<file path="config.mk">
export PLATFORM = sky130hd
export DESIGN_NAME = pc_branch_unit
export DESIGN_NICKNAME = d
export VERILOG_FILES = /design/src/rtl/pc_branch_unit.sv
export SDC_FILE = /design/constraint.sdc
export NUM_CORES = 1
export LEC_CHECK = 0
export CAP_MARGIN = 0
export CORE_MARGIN = 1.5
export CORE_UTILIZATION = 45
export CTS_CLUSTER_SIZE = 16
export DETAILED_ROUTE_END_ITERATION = 8
export PLACE_DENSITY = 0.79
export SYNTH_ARGS = -nofsm -noshare
export SYNTH_HDL_FRONTEND = slang
export SYNTH_SLANG_ARGS = --single-unit
</file>
<file path="constraint.sdc">
create_clock -name clk -period 2.4 [get_ports clk]
set_input_delay 0.48 -clock clk [delete_from_list [all_inputs] [get_ports clk]]
set_output_delay 0.48 -clock clk [all_outputs]
set_load 0.03 [all_outputs]
</file>
<file path="src/rtl/pc_branch_unit.sv">
// Program counter with a flags register and conditional branch resolution.
// A taken branch redirects pc_out and inserts one FLUSH cycle that discards the post-branch slot.
module pc_branch_unit #(
  parameter int PC_W = 8
) (
  input  logic            clk,
  input  logic            rst,
  input  logic            instr_valid,
  input  logic            stall,
  input  logic            is_jz,
  input  logic            is_jnz,
  input  logic            is_jg,
  input  logic            is_jl,
  input  logic            is_jump,
  input  logic            flags_write,
  input  logic            alu_zero,
  input  logic            alu_less,
  input  logic [PC_W-1:0] jump_addr,
  output logic [PC_W-1:0] pc_out,
  output logic            flush,
  output logic [2:0]      flags_out,
  output logic [15:0]     retired_count,
  output logic            dbg_state
);

  typedef enum logic {
    RUN   = 1'b0,
    FLUSH = 1'b1
  } state_t;

  state_t state_q;
  state_t state_d;

  logic            retire;
  logic            taken;
  logic            flag_z;
  logic            flag_l;
  logic            flag_g;
  logic [PC_W-1:0] pc_d;
  logic [2:0]      flags_d;
  logic [15:0]     count_d;

  // flags_out is packed {G,L,Z}; branch conditions always use the pre-update value.
  assign flag_z = flags_out[0];
  assign flag_l = flags_out[1];
  assign flag_g = flags_out[2];

  assign dbg_state = (state_q == FLUSH);

  // Handshake: the instruction at pc_out retires when instr_valid=1 and stall=0
  // while in RUN; stall holds it in place. In FLUSH every input except rst is ignored.
  always_comb begin
    state_d = state_q;
    pc_d    = pc_out;
    flags_d = flags_out;
    count_d = retired_count;
    retire  = 1'b0;
    taken   = 1'b0;
    case (state_q)
      RUN: begin
        retire = instr_valid & ~stall;
        if (retire) begin
          taken = is_jump
                | (is_jz  &  flag_z)
                | (is_jnz & ~flag_z)
                | (is_jg  &  flag_g)
                | (is_jl  &  flag_l);
          if (flags_write) begin
            flags_d = {~alu_zero & ~alu_less, alu_less & ~alu_zero, alu_zero};
          end
          if (retired_count != 16'hFFFF) begin
            count_d = retired_count + 16'd1;
          end
          if (taken) begin
            pc_d    = jump_addr;
            state_d = FLUSH;
          end else begin
            pc_d    = pc_out + {{(PC_W-1){1'b0}}, 1'b1};
          end
        end
      end
      FLUSH: begin
        state_d = RUN;
      end
      default: begin
        state_d = RUN;
      end
    endcase
  end

  always_ff @(posedge clk) begin
    if (rst) begin
      state_q       <= RUN;
      pc_out        <= '0;
      flags_out     <= 3'b000;
      retired_count <= 16'd0;
      flush         <= 1'b0;
    end else begin
      state_q       <= state_d;
      pc_out        <= pc_d;
      flags_out     <= flags_d;
      retired_count <= count_d;
      flush         <= (state_d == FLUSH);
    end
  end

endmodule

</file>
==> metrics.yaml <==
outcome:
  status: "complete, no violations"
synth:
  synth-edff-count: 0
  syn_area_um2: 1470
  yosys.cell_types.count: 39
  synth_warnings: 0
  synth.most_common_cell: "dfxtp_1"
  syn_avg_cell_area_um2: 8.15
  async_flop_share_pct: 0
  netlist_instances: 180
  yosysTopAreaCell: "dfxtp_1"
  yosysSeqAreaShare_pct: 38.2
  yosys_register_bits: 28
  synthFlopType: "dfxtp_1"
  yosys-top-cells-area: "dfxtp_1, a21oi_1, or4_1"
  ys_top_cells_by_count: "dfxtp_1, a21oi_1, nand2_1"
  postSynthNetCount: 202
  synth.top_cell.area_share_pct: 38.2
floorplan:
  num_rows: 20
  core_um2: 3080
  start_util_pct: 47.6
  die_w_um: 60.1
  die_h_um: 60.1
  ios: 49
  die_area_um2: 3610
route:
  wirelength_um: 3780
  vias: 1567
  vias_per_cell: 5.70
  wl_per_cell_um: 13.7
  route.detailed.drc: 0
  ant_nets: 0
  drt-initial-drc-count: 74
  dr.pass1.iters: 4
global_route:
  antenna_found_initial: 0
  first_global_vias: 1452
  overflow: 0
  grt_pass1_wl_um: 6160
  grt_start_max_net_pins: 17
  grt_use_total_pct: 22.4
clock_network:
  tritoncts: "yes"
  clock_insertion_delay_worst_skew_ns: 0.33
  cts_resized: 0
  clockBufferDepth: 2
  htreeDepth: 1
  clock_sinks: 28
  cts_buffers: 3
  cts-root-buf: "clkbuf_4"
  clk_pin_slew_ns: 0.15
  cts_setup_buffers: 0
  hold_buffers: 0
setup_path:
  slowest_stage: "or4b_1"
  regToRegSetupSlack_ns: 0.34
  crit_type: "primary input to flip-flop"
  crit_path_max_incr_delay_ns: 0.58
  end_kind: "flip-flop"
  rr_worst_depth: 4
  startpoint_type: "primary input"
  cp_data_arrival_time_ns: 2.57
  cp_max_fo: 6
  r2r-start: "retired_count[4]"
  crit_required_ns: 2.68
  cp_cell_sequence: "clkdlybuf4s50_1 -> or3b_1 -> or4b_1 -> or4_1 -> a21oi_1"
  rr_endpoint: "retired_count[11]"
  startpoint: "instr_valid"
cells_and_area:
  final_cells: 275
  syn2layout_area_growth_pct: 41.7
  fill_cells: 277
  drive_gt1_share_pct: 7.79
  n_antenna_cell: 0
  design_area_um2: 2080
  fin_nets: 254
placed_design:
  dpl_worst_slack_ns: -0.254
  place_inst: 271
  dpl_cell_area_um2: 2030
  hpwl_um: 2930
  globalplace.congestion: 0.845
  port-buffer-count: 48
timing:
  fin_crit_ns: 2.30
  fin_ws_ns: 0.103
  skew_ns: 0.00319
  whs_ns: 0.481
  finalMaxSlewViolations: 0
  finalSetupViolations: 0
  slew_headroom_pct: 58.5
  period_share_pct: 95.7
  hold_viol: 0
  fmax_ghz: 0.435
  tightest_slew_ns: 0.617
  rsz0062_at_grt: "false"
worst_hold_path:
  worstHoldStart: "flags_out[1]"
  hold_path_class: "flip-flop to flip-flop"
  holdPathStages: 2
  hold-path-endpoint: "flags_out[1]"
job:
  drv_cap: 0
power_and_ir_drop:
  power_density_nw_per_um2: 456
  vdd_drop_max_mv: 0.242
  p_leak_nw: 0.646
  p_total_mw: 0.949
==> metal layers <==
layer	track usage, %	share of wire [%]	up-vias	wire length, µm
met5	0	0	-	0
met3	3.90	4.5	2	171
met1	29.4	47	727	1790
met2	36.0	47	46	1790
li1	-	-	792	-
met4	9.52	0.90	0	34
==> critical path: cells and delay by family <==
family / cells / cell delay, ns
compound gates: 1 / 0.14
buf+inv: 1 / 0.47
simple gates: 3 / 1.48
==> final cells by class <==
type	instances	area [µm²]	area share [%]
multi-input cells	132	825	39.7
flip-flops and latches	28	561	27.0
repair buffers	57	548	26.4
well taps	44	55.1	2.65
inverters	10	37.5	1.81
clock inverters	1	30.0	1.44
clock buffers	3	22.5	1.08
==> registers in the layout, indices dropped and copies added, names as in the netlist <==
name,flops
dbg_state,1
pc_out,8
flags_out,3
retired_count,16
==> power by group <==
part           switching (mW)  leakage [nW]  internal [mW]
combinational          0.0746         0.391         0.0740
clock                   0.142        0.0279          0.169
sequential             0.0127         0.227          0.476
==> cell families after synthesis <==
group / count (synthesis) / synth area share (%)
AO/OA/AOI/OAI: 51 / 22.6
adder cells (fa/ha/maj): 2 / 1.71
buffers and inverters: 20 / 5.55
flip-flops: 28 / 38.2
multiplexers: 5 / 3.58
AND/OR/NAND/NOR: 74 / 28.3
==> per-stage QoR <==
step / setup TNS [ns] / util (%)
after floorplan: 0 / -
after global placement: -0.713 / 65.8
after detailed placement: -1.10 / 65.8
after CTS: 0 / 67.5
after global routing: 0 / 67.5
final: 0 / 67.5
==> how the worst max path moves through the flow <==
| stage | to | slack [ns] | cells past startpoint |
|---|---|---|---|
| finish | retired_count[11] | 0.10 | 5 |
| global route | retired_count[11] | 0.02 | 5 |
| CTS | retired_count[11] | 0.11 | 5 |
| detailed placement | retired_count[11] | -0.25 | 5 |
| global placement | retired_count[11] | -0.20 | 5 |
| floorplan | retired_count[11] | 0.18 | 6 |
==> layout by cell type, fill, tap and decap left out, types with 3 or more instances in the layout <==
cell type	n
a21oi_1	18
buf_4	9
clkbuf_4	3
clkdlybuf4s50_1	48
dfxtp_1	28
inv_1	10
mux2i_1	3
nand2_1	14
nand3_1	11
nand4_1	5
nor2_1	9
nor3_1	4
o21ai_0	8
o31ai_1	8
o41ai_1	4
or2_2	3
or3_1	7
or4_1	10
(Power assumes the default switching activity.)
